## src/rtl/cop_arbiter_if.sv

```systemverilog
// Requester-side bundle of the coprocessor arbiter: request and response
// handshakes. slave = arbiter side, master = requester side.
interface cop_arbiter_if #(
  parameter int NREQ  = 4,
  parameter int WIDTH = 8
);
  logic [NREQ-1:0]       req_valid;
  logic [NREQ-1:0]       req_ready;
  logic [NREQ*WIDTH-1:0] req_x;
  logic [NREQ*WIDTH-1:0] req_y;
  logic [NREQ-1:0]       req_op;
  logic [NREQ-1:0]       resp_valid;
  logic [NREQ-1:0]       resp_ready;
  logic [WIDTH-1:0]      resp_result;
  logic                  resp_err;

  modport slave (
    input  req_valid, req_x, req_y, req_op, resp_ready,
    output req_ready, resp_valid, resp_result, resp_err
  );

  modport master (
    output req_valid, req_x, req_y, req_op, resp_ready,
    input  req_ready, resp_valid, resp_result, resp_err
  );
endinterface

```

## src/rtl/cop_arbiter.sv

```systemverilog
// Round-robin arbiter sharing one GCD/LCM coprocessor between NREQ ports.
// Ports: clk/reset; bus (requests/responses); cop_* to the coprocessor;
// busy/grant_id status. Hung operations time out and flush the coprocessor.
module cop_arbiter #(
  parameter int NREQ    = 4,
  parameter int WIDTH   = 8,
  parameter int TIMEOUT = 1023
) (
  input  logic                    clk,
  input  logic                    reset,
  cop_arbiter_if.slave            bus,
  output logic                    cop_start,
  output logic [WIDTH-1:0]        cop_x0,
  output logic [WIDTH-1:0]        cop_y0,
  output logic                    cop_op,
  output logic                    cop_reset,
  input  logic                    cop_done,
  input  logic [WIDTH-1:0]        cop_result,
  output logic                    busy,
  output logic [$clog2(NREQ)-1:0] grant_id
);
  localparam int IDW = $clog2(NREQ);
  localparam int TW  = $clog2(TIMEOUT);

  typedef enum logic [2:0] {
    S_IDLE, S_ISSUE, S_WAIT, S_FLUSH, S_RESP
  } state_e;

  state_e           state_q, state_d;
  logic [IDW-1:0]   rr_q, rr_d;
  logic [IDW-1:0]   gnt_q, gnt_d;
  logic [WIDTH-1:0] x_q, x_d;
  logic [WIDTH-1:0] y_q, y_d;
  logic [WIDTH-1:0] res_q, res_d;
  logic             op_q, op_d;
  logic             err_q, err_d;
  logic             seen_q, seen_d;
  logic [TW-1:0]    tmr_q, tmr_d;

  logic [IDW-1:0]   pick;
  logic [IDW-1:0]   cand;
  logic             found;
  logic             done_ok;
  logic [NREQ-1:0]  ready;
  logic [NREQ-1:0]  rv;
  logic             start;
  logic             flush;

  // First valid port after the last served one.
  always_comb begin
    found = 1'b0;
    pick  = '0;
    cand  = '0;
    for (int k = 1; k <= NREQ; k++) begin
      cand = IDW'((int'(rr_q) + k) % NREQ);
      if (!found && bus.req_valid[cand]) begin
        found = 1'b1;
        pick  = cand;
      end
    end
  end

  always_comb begin
    state_d = state_q;
    rr_d    = rr_q;
    gnt_d   = gnt_q;
    x_d     = x_q;
    y_d     = y_q;
    op_d    = op_q;
    res_d   = res_q;
    err_d   = err_q;
    seen_d  = seen_q;
    tmr_d   = tmr_q;
    ready   = '0;
    rv      = '0;
    start   = 1'b0;
    flush   = 1'b0;
    // Done counts only after it was seen low for this op.
    done_ok = cop_done && seen_q;
    unique case (state_q)
      S_IDLE: begin
        if (found) begin
          ready[pick] = 1'b1;
          gnt_d       = pick;
          x_d         = bus.req_x[pick*WIDTH +: WIDTH];
          y_d         = bus.req_y[pick*WIDTH +: WIDTH];
          op_d        = bus.req_op[pick];
          state_d     = S_ISSUE;
        end
      end
      S_ISSUE: begin
        start   = 1'b1;
        tmr_d   = '0;
        seen_d  = !cop_done;
        state_d = S_WAIT;
      end
      S_WAIT: begin
        seen_d = seen_q | !cop_done;
        if (done_ok) begin
          res_d   = cop_result;
          err_d   = 1'b0;
          state_d = S_RESP;
        end else if (tmr_q == TW'(TIMEOUT - 1)) begin
          res_d   = '0;
          err_d   = 1'b1;
          state_d = S_FLUSH;
        end else begin
          tmr_d = tmr_q + 1'b1;
        end
      end
      S_FLUSH: begin
        flush   = 1'b1;
        state_d = S_RESP;
      end
      S_RESP: begin
        rv[gnt_q] = 1'b1;
        if (bus.resp_ready[gnt_q]) begin
          rr_d    = gnt_q;
          state_d = S_IDLE;
        end
      end
      default: state_d = S_IDLE;
    endcase
  end

  always_ff @(posedge clk) begin
    if (reset) begin
      state_q <= S_IDLE;
      rr_q    <= IDW'(NREQ - 1);
      gnt_q   <= '0;
      x_q     <= '0;
      y_q     <= '0;
      op_q    <= 1'b0;
      res_q   <= '0;
      err_q   <= 1'b0;
      seen_q  <= 1'b0;
      tmr_q   <= '0;
    end else begin
      state_q <= state_d;
      rr_q    <= rr_d;
      gnt_q   <= gnt_d;
      x_q     <= x_d;
      y_q     <= y_d;
      op_q    <= op_d;
      res_q   <= res_d;
      err_q   <= err_d;
      seen_q  <= seen_d;
      tmr_q   <= tmr_d;
    end
  end

  logic rsp;
  assign rsp = (state_q == S_RESP) && !reset;

  assign bus.req_ready   = reset ? '0 : ready;
  assign bus.resp_valid  = reset ? '0 : rv;
  assign bus.resp_result = rsp ? res_q : '0;
  assign bus.resp_err    = rsp & err_q;
  assign cop_start       = start & !reset;
  assign cop_x0          = x_q;
  assign cop_y0          = y_q;
  assign cop_op          = op_q;
  assign cop_reset       = reset | flush;
  assign busy            = state_q != S_IDLE;
  assign grant_id        = gnt_q;
endmodule

```

## src/flat_wrapper.sv

```systemverilog
// flat-port wrapper written by rule: the top's interface ports become plain ports
module cop_arbiter_flat 
#(
  parameter int NREQ    = 4,
  parameter int WIDTH   = 8,
  parameter int TIMEOUT = 1023
)
  (clk, reset, cop_start, cop_x0, cop_y0, cop_op, cop_reset, cop_done, cop_result, busy, grant_id, bus_req_valid, bus_req_x, bus_req_y, bus_req_op, bus_resp_ready, bus_req_ready, bus_resp_valid, bus_resp_result, bus_resp_err);
  cop_arbiter_if #(.NREQ(NREQ), .WIDTH(WIDTH)) bus_i ();
  input  logic clk;
  input  logic reset;
  output logic cop_start;
  output logic [WIDTH-1:0] cop_x0;
  output logic [WIDTH-1:0] cop_y0;
  output logic cop_op;
  output logic cop_reset;
  input  logic cop_done;
  input  logic [WIDTH-1:0] cop_result;
  output logic busy;
  output logic [$clog2(NREQ)-1:0] grant_id;
  input wire logic [$bits(bus_i.req_valid)-1:0] bus_req_valid;
  input wire logic [$bits(bus_i.req_x)-1:0] bus_req_x;
  input wire logic [$bits(bus_i.req_y)-1:0] bus_req_y;
  input wire logic [$bits(bus_i.req_op)-1:0] bus_req_op;
  input wire logic [$bits(bus_i.resp_ready)-1:0] bus_resp_ready;
  output wire logic [$bits(bus_i.req_ready)-1:0] bus_req_ready;
  output wire logic [$bits(bus_i.resp_valid)-1:0] bus_resp_valid;
  output wire logic [$bits(bus_i.resp_result)-1:0] bus_resp_result;
  output wire logic [$bits(bus_i.resp_err)-1:0] bus_resp_err;
  assign bus_i.req_valid = bus_req_valid;
  assign bus_i.req_x = bus_req_x;
  assign bus_i.req_y = bus_req_y;
  assign bus_i.req_op = bus_req_op;
  assign bus_i.resp_ready = bus_resp_ready;
  assign bus_req_ready = bus_i.req_ready;
  assign bus_resp_valid = bus_i.resp_valid;
  assign bus_resp_result = bus_i.resp_result;
  assign bus_resp_err = bus_i.resp_err;
  cop_arbiter #(.NREQ(NREQ), .WIDTH(WIDTH), .TIMEOUT(TIMEOUT)) u_core (.clk(clk), .reset(reset), .bus(bus_i), .cop_start(cop_start), .cop_x0(cop_x0), .cop_y0(cop_y0), .cop_op(cop_op), .cop_reset(cop_reset), .cop_done(cop_done), .cop_result(cop_result), .busy(busy), .grant_id(grant_id));
endmodule
```

## config.mk

```make
export PLATFORM = sky130hd
export DESIGN_NAME = cop_arbiter_flat
export DESIGN_NICKNAME = d
export VERILOG_FILES = /design/src/rtl/cop_arbiter_if.sv /design/src/rtl/cop_arbiter.sv /design/src/flat_wrapper.sv
export SDC_FILE = /design/constraint.sdc
export NUM_CORES = 1
export LEC_CHECK = 0
export CORE_ASPECT_RATIO = 0.8
export CORE_MARGIN = 5
export CORE_UTILIZATION = 41
export CTS_CLUSTER_DIAMETER = 30
export DETAILED_ROUTE_END_ITERATION = 6
export PLACE_DENSITY = 0.86
export SLEW_MARGIN = 20
export SYNTH_ARGS = -nofsm -noshare
export SYNTH_HDL_FRONTEND = slang
export SYNTH_SLANG_ARGS = --single-unit
```

## constraint.sdc

```tcl
create_clock -name clk -period 2.9 [get_ports clk]
set_input_delay 0.87 -clock clk [delete_from_list [all_inputs] [get_ports clk]]
set_output_delay 0.87 -clock clk [all_outputs]
set_load 0.005 [all_outputs]
```

# After elaboration in Yosys (flattened, before gate mapping)
# Cells that the tools add are included.
# totals
regBits	44
out_inout_bits	39
# classes
n_addsub	5
magnitude_cmp	8
n_eq_ne	10
shifts	2
muxes	45
bitwise	4
reduce_logical	21
# ops
cell	count
32-bit by 6-bit variable part select with 8-bit output	2
8-bit 2-to-1 mux	3
10-bit 2-to-1 mux	2
4-bit 2-to-1 mux	5
10-bit one-hot mux with 2 select lines	1
2-bit by 3-bit < comparator with 1-bit output (second input constant)	6
1-bit 2-to-1 mux	16
3-bit one-hot mux with 5 select lines	1
1-bit binary-select mux with 2-bit select	6
3-bit 2-to-1 mux	4
10-bit by 1-bit adder with 10-bit output (second input constant)	1
10-bit equality test (second input constant)	1
2-bit 2-to-1 mux	4
1-bit logical AND	7
3-bit by 2-bit equality test with 1-bit output (second input constant)	2
2-bit AND reduction	3
3-bit AND reduction	2
1-bit zero test	5
2-bit by 1-bit adder with 2-bit output (second input constant)	2
2-bit adder (second input constant)	2
1-bit demux with 2-bit select	2
2-bit by 1-bit greater-or-equal comparator with 1-bit output (second input constant)	2
2-bit by 1-bit inequality test with 1-bit output (second input constant)	2
2-bit inequality test (second input constant)	2
9 further kinds	12

# Longest topological paths before layout
# Gate-level depths: netlist of the first run.
# logic_depth
depth_word	20
depth_mapped	8
ltp_nobuf	7

# Worst setup path after synthesis of the first run
# Ideal clock, no wire load.
# synth_path
path_kind	in2out
start	in bus_req_valid[3]
end	out bus_req_ready[0]
arrival_time_ns	1.815
required_time_ns	2.030
path_slack_ns	0.215
cell_stages	6
path_buffers	2
cell_sequence	a21bo_2 a21oi_2 or2_0 buf_2 buf_4 nor2_1
# synth_via
elab_chain_cells	19
word_cells_on_any_way	30
classes_between	2 x order compare; 21 x mux; 7 x reduce/logical
# synth_rtl
item	line	text
start: declaration	flat_wrapper.sv:21	input wire logic [$bits(bus_i.req_valid)-1:0] bus_req_valid;
1-bit binary-select mux with 2-bit select	cop_arbiter.sv:56	if (!found && bus.req_valid[cand]) begin
1-bit 2-to-1 mux (not written as such)	cop_arbiter.sv:56	
1-bit 2-to-1 mux	cop_arbiter.sv:56	
1-bit zero test	cop_arbiter.sv:56	
1-bit logical AND	cop_arbiter.sv:56	
1-bit 2-to-1 mux	cop_arbiter.sv:56	
1-bit zero test	cop_arbiter.sv:56	
1-bit logical AND	cop_arbiter.sv:56	
[3 not listed]	n/a	
2-bit 2-to-1 mux	cop_arbiter.sv:56	
2-bit by 3-bit < comparator with 1-bit output (not written as such) / 2-bit by 1-bit greater-or-equal comparator with 1-bit output (equally long branches)	cop_arbiter.sv:83	ready[pick] = 1'b1;
1-bit logical AND (not written as such)	cop_arbiter.sv:83	
1-bit 2-to-1 mux (not written as such)	cop_arbiter.sv:83	
1-bit demux with 2-bit select	n/a	
4-bit 2-to-1 mux *	cop_arbiter.sv:82	if (found) begin
4-bit 2-to-1 mux *	cop_arbiter.sv:80	unique case (state_q)
4-bit 2-to-1 mux *	cop_arbiter.sv:155	assign bus.req_ready = reset ? '0 : ready;
end: declaration	flat_wrapper.sv:26	output wire logic [$bits(bus_i.req_ready)-1:0] bus_req_ready;
# Mark *: on every way between the ends. The rest lies on a longest branch, timed or not. The select of a mux whose other input is x is not followed.

# Worst setup path after layout of the first run
# Same ends and word-level chain as after synthesis.

==> impl_metrics.toml, run 1 <==
[global_route]
grt_pass1_wl_um = 14200
grt_overflow_total = 0
grt_pass1_vias = 2919
antenna_found_initial = 0
grt_usage_pct = 22.2
grt_max_degree = 23

[synth]
syn-num-nets = 375
netlist_area_um2 = 2530
yosysSeqAreaShare_pct = 34.8
ys_types = 46
synth_edf_count = 0
synth_cells = 286
synth_top_flop_cell = "dfxtp_1"
yosysWarnings = 0
yosysMostFrequentCell = "dfxtp_1"
synth.avg_cell_area_um2 = 8.85
synth_top_area_share_pct = 34.8
ys_ff_latch = 44
synth_area_leaders = "dfxtp_1, a211oi_1, mux2i_1"
yosys.area.top_type = "dfxtp_1"
async_reset_ff_share_pct = 0
synth_common_cells = "dfxtp_1, nor2_1, a211oi_1, mux2i_1, o21bai_1"

[timing]
fmax_ghz = 0.350
drv_slew = 0
slew_headroom_pct = 33.9
holdWs_ns = 0.496
finalSetupViolCount = 0
fin_crit_sh_pct = 98.6
final.setup_skew_ns = 0.0128
tightestPinTransition_ns = 0.987
setup_ws_ns = 0.0403
fin_crit_ns = 2.86
finalHoldViolations = 0
rsz0062_at_grt = "true"
finalSetupTns_ns = 0

[drt]
routed_wl_um = 8900
drc = 0
detail-route-antenna-nets = 0
firstDrtPassIters = 4
wl_per_cell_um = 17.3
drt_iter0_markers = 162
via_per_inst = 5.43
vias = 2798

[critical_path]
slowest_stage = "or3_4"
cpPeakStageDelay_ns = 0.41
cp_top_family = "simple AND/OR/NAND/NOR gates"
critPathRequiredTime_ns = 2.03
worstPathMaxFanout = 3
worstSetupStartpointType = "input port"
end_kind = "output pin"
crit_chain = "buf_8 -> nand3b_1 -> a31oi_4 -> buf_6 -> or3_4 -> nor2_4 -> buf_2"
path_buf_inv = 3
critPathKind = "input port to output pin"
crit_arrival_ns = 1.99

[power]
p_leak_nw = 1.66
peakVddDrop_mv = 0.337
power_w = 0.00256
swShare_pct = 35.5
power.share.clock_pct = 18.7
cellPowerDensity_nw_per_um2 = 603
power_frac_comb_pct = 48.5
p_int_w = 0.00165
switchingPower_w = 0.000910
seqPwrFrac_pct = 32.8

[die]
die_h_um = 80.3
die_w_um = 97.9
coreArea_um2 = 5940
die-area_um2 = 7860
top_level_ports = 126
initial_core_util_pct = 42.6
rows = 25

[min_path]
holdCritPathClass = "flop to flop"

[cells_and_area]
layout-drive-gt1-share_pct = 17.3
fin_util_pct = 71.5
nFillCells = 467
antenna_cells = 0
nNetsFinal = 522
area_growth_pct = 67.7

[clock_tree]
clkTransAtPathRegs_ns = 0.08
ctsRootBufferMaster = "clkbuf_8"
cts_buffers = 5
cts_buffer_depth = 2
insertion_delay_ns = 0.30
cts_hold_repair.buffers = 0
htree_levels = 2
cts_tree = "built"
cts.sinks = 44

[outcome]
outcome = "finished clean"

[run]
cap_violations = 0

[place]
port_buffers = 125
place_congestion = 0.863
place_ws_ns = -0.803
dp_hpwl_um = 6810
==> timing repair <==
item	4_1_cts	5_1_grt
endpoints found under the setup margin	19	8
resized for setup	63	24
pin swaps	7	7
buffers inserted	6	4
gates cloned	1	0
==> final timing paths <==
kind / from / to / slack [ns] / cells after the start
min reg2reg: u_core.err_q / u_core.err_q / 0.50 / 2
min: u_core.err_q / u_core.err_q / 0.50 / 2
max reg2reg: u_core.rr_q[1] / u_core.cop_y0[7] / 0.65 / 9
max: bus_req_valid[3] / bus_req_ready[0] / 0.04 / 7
==> placed cells by master (no fill, tap or decap), types with 3 or more instances in the layout <==
master and n:
inv_1 9, nor3b_1 13, nor2_1 30, and2_1 9, a21oi_1 4, xnor2_1 7
a21o_1 4, nor2_4 5, nor3_1 3, a211oi_1 33, o21bai_1 14, mux2i_1 22
nand2_1 8, buf_6 8, nand3b_1 5, buf_4 30, dlygate4sd2_1 13, a22oi_1 9
clkbuf_8 5, clkdlybuf4s50_1 102, o221ai_1 4, nand3_1 4, dfxtp_1 44, buf_2 3
nand4_1 3
==> state kept, by name, summed over array words and instances (netlist names) <==
register         cells
u_core.res_q         8
u_core.tmr_q        10
u_core.rr_q          2
u_core.cop_x0        8
u_core.seen_q        1
u_core.err_q         1
u_core.cop_y0        8
u_core.grant_id      2
u_core.cop_op        1
u_core.state_q       3
==> cell families (layout without fill, tap and decap cells) <==
| kind of cell | count (synthesis) | after routing | share of synthesized area, % |
|---|---|---|---|
| AO/OA/AOI/OAI | 83 | 83 | 25.6 |
| flip-flops | 44 | 44 | 34.8 |
| multiplexers | 24 | 24 | 9.98 |
| buffers and inverters | 29 | 177 | 5.24 |
| adder cells (fa/ha/maj) | 2 | 2 | 0.988 |
| XOR/XNOR | 7 | 7 | 2.42 |
| AND/OR/NAND/NOR | 97 | 97 | 20.9 |
==> layout make-up <==
cell class	count	area (um^2)	share of cell area, %
inverter	9	33.8	0.795
multi-input combinational	213	1620	38.1
clock buffer	5	68.8	1.62
timing repair buffer	160	1500	35.3
clock inverter	3	46.3	1.09
sequential	44	881	20.7
tap	81	101	2.39
==> stage by stage <==
step           instance area (um^2)  cells
2_1_floorplan                  2530    286
3_3_place_gp                   3970    496
3_5_place_dp                   3970    496
4_1_cts                        4170    511
5_1_grt                        4250    515
6_report                       4250    515
==> per-layer routing <==
layer / global-route usage [%] / routed length [um] / vias to the layer above
met2: 41.8 / 4500 / 103
met1: 25.1 / 3720 / 1329
met4: 5.53 / 150 / 0
met5: 0 / 0 / -
met3: 5.56 / 539 / 11
li1: - / - / 1355
==> tightest hold or removal path: cells and delay by family, from the launching register on <==
kind / cells / cell delay, ns
flops: 1 / 0.31
simple gates: 2 / 0.15
==> power by group through the flow <==
| stage | Sequential [W] | Combinational, W | Clock [W] |
|---|---|---|---|
| finish | 0.000839 | 0.00124 | 0.000480 |
| global route | 0.000858 | 0.00134 | 0.000515 |
| CTS | 0.000837 | 0.00121 | 0.000487 |
| detailed placement | 0.000850 | 0.00118 | 0 |
| global placement | 0.000840 | 0.00115 | 0 |
| floorplan | 0.000853 | 0.000562 | 0 |
Power figures use the tool's default switching activity.
==> run 2, diff against run 1 <==
- MAX_ROUTING_LAYER: not set -> met4
==> run 2 against run 1 <==
Critical path type unchanged. Critical endpoint unchanged. Setup slack got worse by 0.013 ns. Routed wire length fell by 0.20%. Register-to-register slack barely moved. Sequential share of layout area barely moved. Die area did not move. Largest cell class unchanged. Clock power barely moved. Highest routed layer unchanged. Non-clock buffer count fell by 1.
==> impl_metrics.toml, run 2 (synthesized netlist as in run 1, its figures left out) <==
[drt]
firstDrtPassIters = 4
detail-route-antenna-nets = 0
drc = 0
routed_wl_um = 8880
wl_per_cell_um = 17.3
vias = 2812
drt_iter0_markers = 137
via_per_inst = 5.47

[timing]
fin_crit_ns = 2.87
tightestPinTransition_ns = 0.984
fin_crit_sh_pct = 99.1
holdWs_ns = 0.496
finalSetupTns_ns = 0
rsz0062_at_grt = "true"
finalSetupViolCount = 0
drv_slew = 0
final.setup_skew_ns = 0.0117
fmax_ghz = 0.348
finalHoldViolations = 0
slew_headroom_pct = 34.2

[place]
dp_hpwl_um = 6810
placedCellCount = 496
port_buffers = 125
place_congestion = 0.877

[min_path]
holdCritPathClass = "flop to flop"
min_from = "u_core.err_q"

[global_route]
grt_usage_pct = 22.8
grt_max_degree = 23
grt_overflow_total = 0
antenna_found_initial = 0
grt_pass1_wl_um = 14200
grt_pass1_vias = 2930

[clock_tree]
cts_buffers = 5
cts_tree = "built"
insertion_delay_ns = 0.30
cts.sinks = 44
cts_buffer_depth = 2
htree_levels = 2
clkTransAtPathRegs_ns = 0.08
ctsRootBufferMaster = "clkbuf_8"
cts_hold_repair.buffers = 0

[critical_path]
crit_arrival_ns = 2.00
rr_startpoint = "u_core.rr_q[1]"
critPathKind = "input port to output pin"
end_kind = "output pin"
startpoint = "bus_req_valid[3]"
critPathRequiredTime_ns = 2.03
worstSetupStartpointType = "input port"
worstPathMaxFanout = 3

[die]
die_h_um = 80.3
die_w_um = 97.9
top_level_ports = 126
die-area_um2 = 7860
coreArea_um2 = 5940
initial_core_util_pct = 42.6
rows = 25

[cells_and_area]
nFillCells = 468
final_cells = 514
area_growth_pct = 67.9
fin_util_pct = 71.6
antenna_cells = 0
final_cell_mix = "clkdlybuf4s50_1, dfxtp_1, a211oi_1"
layout-drive-gt1-share_pct = 17.1
regMostFlops = "u_core.tmr_q"
largest_register_ffs = 10
layout_commonest_cell = "clkdlybuf4s50_1"
nNetsFinal = 521

[power]
peakVddDrop_mv = 0.336
p_leak_nw = 1.67
cellPowerDensity_nw_per_um2 = 602
power_w = 0.00256

[outcome]
outcome = "finished clean"

[run]
cap_violations = 0
[run 2: cell types whose count changed in the layout (fill, tap and decap cells not counted), sizes merged]
cell  delta
buf      -1
[run 2: final timing paths]
| check | end | slack, ns | depth (start not counted) |
|---|---|---|---|
| hold / removal | u_core.err_q | 0.50 | 2 |
| setup reg to reg | u_core.cop_y0[7] | 0.64 | 9 |
| setup / recovery | bus_req_ready[0] | 0.03 | 7 |
| hold reg to reg | u_core.err_q | 0.50 | 2 |
[run 2: cell type report]
type,count,area (um^2),area share (%)
Clock buffer,5,68.8,1.62
Clock inverter,3,46.3,1.09
Inverter,9,33.8,0.794
Multi-Input combinational cell,213,1620,38.1
Sequential cell,44,881,20.7
Tap cell,81,101,2.38
Timing Repair Buffer,159,1500,35.3
[run 2: report_power, final]
part           switching (W)  internal [W]
sequential         0.0000937      0.000746
clock               0.000221      0.000260
combinational       0.000594      0.000645
total               0.000908       0.00165
[run 2: critical path: stages]
cell      delay [ns]
buf_8           0.10
nand3b_1        0.12
a31oi_4         0.12
buf_6           0.13
or3_4           0.41
nor2_4          0.12
buf_2           0.12
[run 2: routing by layer]
metal	up-vias	routed length [um]	global-route usage [%]
met5	-	0	-
met4	0	195	6.09
met3	20	394	4.34
met2	99	4430	41.5
met1	1336	3860	25.8
li1	1357	-	-
[run 2: repair_timing]
item,in CTS,in global routing
setup endpoints to repair,19,8
setup buffers,6,3
gates resized for setup,63,27
cloned,1,0
pin swaps,7,7
[run 2: through the flow]
| step | instance area, um^2 | worst slack (ns) |
|---|---|---|
| after floorplan | 2530 | 0.215 |
| after global placement | 3970 | -0.800 |
| after detailed placement | 3970 | -0.803 |
| after CTS | 4170 | -0.0861 |
| after global routing | 4250 | -0.0124 |
| final | 4250 | 0.0271 |
==> run 3, diff against run 2 <==
- ABC_AREA: not set -> 1
- CORE_UTILIZATION: 41 -> 43
- CTS_CLUSTER_DIAMETER: 30 -> not set
- PLACE_DENSITY: 0.86 -> 0.85
==> run 3 against run 2 <==
The flow now finishes with violations (setup timing). Cell count up 43%. Sequential power down 6.0%. Cell area up 11%. Worst hold slack worse by 0.031 ns. Critical path type unchanged. Largest cell class unchanged.
==> impl_metrics.toml, run 3 <==
[outcome]
outcome = "finished with violations"
violations = "setup timing"

[drt]
firstDrtPassIters = 4
via_per_inst = 4.81
drc = 0
drt_iter0_markers = 146
detail-route-antenna-nets = 0
routed_wl_um = 9600
wl_per_cell_um = 13.1
vias = 3535

[synth]
yosysSeqAreaShare_pct = 30.3
async_reset_ff_share_pct = 0
synth_edf_count = 0
yosys.area.top_type = "dfxtp_1"
synthSimpleGateAreaFrac_pct = 48.7
synth_top_flop_cell = "dfxtp_1"
yosysMostFrequentCell = "nand2_1"
syn-num-nets = 586
netlist_area_um2 = 2910
ys_ff_latch = 44
synth_top_area_share_pct = 30.3
yosys-mux-area-fraction_pct = 0
synth_common_cells = "nand2_1, nor2_1, inv_1, dfxtp_1, nand3_1"
yosysWarnings = 0
yosys.area_share.adder_pct = 0.859
synth_compound_area_share_pct = 7.00
ys_types = 33
synth_area_leaders = "dfxtp_1, nand2_1, nor2_1"
synth-xor-area-share_pct = 1.20
synth.avg_cell_area_um2 = 5.86
synth_cells = 497
synth_top_family_by_area = "simple AND/OR/NAND/NOR gates"

[critical_path]
critPathRequiredTime_ns = 2.03
worstSetupStartpointType = "input port"
crit_arrival_ns = 2.16
worstPathMaxFanout = 3
end_kind = "output pin"
critPathKind = "input port to output pin"

[place]
port_buffers = 125
place_congestion = 0.877
dp_hpwl_um = 7350
placedCellCount = 718

[die]
coreArea_um2 = 6470
die_w_um = 102
rows = 26
die-area_um2 = 8530
die_h_um = 83.6
top_level_ports = 126
initial_core_util_pct = 45.0

[clock_tree]
cts_hold_repair.buffers = 0
insertion_delay_ns = 0.29
cts.sinks = 44
cts_tree = "built"
clkTransAtPathRegs_ns = 0.08
htree_levels = 2
cts_buffers = 5
cts_buffer_depth = 2
ctsRootBufferMaster = "clkbuf_8"

[global_route]
grt_pass1_vias = 3391
grt_max_degree = 35
grt_usage_pct = 22.2
antenna_found_initial = 1
grt_pass1_wl_um = 15200
grt_overflow_total = 0

[timing]
fmax_ghz = 0.330
fin_crit_sh_pct = 104
final.setup_skew_ns = 0.0150
fin_crit_ns = 3.03
tightestPinTransition_ns = 0.377
slew_headroom_pct = 74.8
drv_slew = 0
rsz0062_at_grt = "true"
holdWs_ns = 0.465
setup_ws_ns = -0.128
finalSetupViolCount = 4
finalHoldViolations = 0
finalSetupTns_ns = -0.453

[power]
p_leak_nw = 2.21
cellPowerDensity_nw_per_um2 = 507
peakVddDrop_mv = 0.395

[cells_and_area]
nFillCells = 509
fin_util_pct = 72.7
final_cells = 735
regMostFlops = "u_core.tmr_q"
layout_commonest_cell = "nand2_1"
layout-drive-gt1-share_pct = 15.5
final_cell_mix = "nand2_1, clkdlybuf4s50_1, nor2_1"
area_growth_pct = 61.7
nNetsFinal = 738
largest_register_ffs = 10

[run]
cap_violations = 0

[min_path]
holdCritPathClass = "flop to flop"
-- run 3: cell count changes in the layout (fill, tap and decap cells not counted), moves of 22 or more --
| cell | change |
|---|---|
| nand2_1 | +145 |
| nor2_1 | +54 |
| inv_1 | +44 |
| nand3_1 | +39 |
| a211oi_1 | -31 |
| mux2i_1 | -22 |
-- run 3: where the power goes --
group | total (W) | leakage, nW | internal (W) | switching, W
Combinational | 0.00122 | 1.80 | 0.000581 | 0.000643
Sequential | 0.000789 | 0.360 | 0.000713 | 0.0000762
Clock | 0.000375 | 0.0479 | 0.000168 | 0.000207
-- run 3: routing by layer --
layer / up-vias / wire [um] / track usage [%]
met5: - / 0 / -
met4: 0 / 275 / 5.84
met3: 24 / 569 / 5.10
met2: 109 / 4590 / 36.5
met1: 1555 / 4170 / 27.1
li1: 1847 / - / -
-- run 3: timing repair --
| action | in CTS | in global routing |
|---|---|---|
| setup buffers | 6 | 2 |
| resized for setup | 65 | 35 |
| endpoints found under the setup margin | 19 | 9 |
| pin swaps | 18 | 17 |
-- run 3: stage by stage --
| stage | total power [W] | setup slack [ns] | area (um^2) |
|---|---|---|---|
| 4_1_cts | 0.00235 | -0.0896 | 4550 |
| 3_3_place_gp | 0.00190 | -0.835 | 4370 |
| 2_1_floorplan | 0.00141 | 0.0394 | 2910 |
| 3_5_place_dp | 0.00193 | -0.897 | 4370 |
| 5_1_grt | 0.00257 | -0.231 | 4710 |
| 6_report | 0.00239 | -0.128 | 4710 |
-- run 3: layout make-up --
type / count / area [um^2] / area share (%)
clock inverter: 3 / 18.8 / 0.399
timing repair buffer: 162 / 1540 / 32.8
sequential: 44 / 882 / 18.7
tap: 84 / 105 / 2.23
inverter: 60 / 233 / 4.94
antenna: 1 / 2.50 / 0.0531
multi-input combinational: 376 / 1850 / 39.4
clock buffer: 5 / 68.8 / 1.46
-- run 3: cells by family after synthesis --
family	after synthesis
adders and majority gates	2
DFF	44
AOI/OAI and AO/OA	36
xor gates and xnor gates	4
buffers and inverters	77
and+or+nand+nor	334
-- run 3: path summary, 6_finish.rpt --
| kind | end | slack [ns] | cells past startpoint | startpoint |
|---|---|---|---|---|
| max | bus_req_ready[2] | -0.13 | 13 | bus_req_valid[0] |
| min | u_core.res_q[1] | 0.46 | 2 | u_core.res_q[1] |
| max reg2reg | u_core.cop_x0[1] | 0.64 | 14 | u_core.rr_q[1] |
| min reg2reg | u_core.res_q[1] | 0.46 | 2 | u_core.res_q[1] |
-- run 3: critical path, stage by stage --
cell and delay (ns):
buf_8 0.10, inv_1 0.05, nand2_1 0.06, nand3_1 0.10
nand2_2 0.08, nor2_4 0.19, nand3_4 0.14, nand2_4 0.11
nand2_4 0.06, inv_4 0.07, nand2_4 0.06, nor3_2 0.12
buf_2 0.14
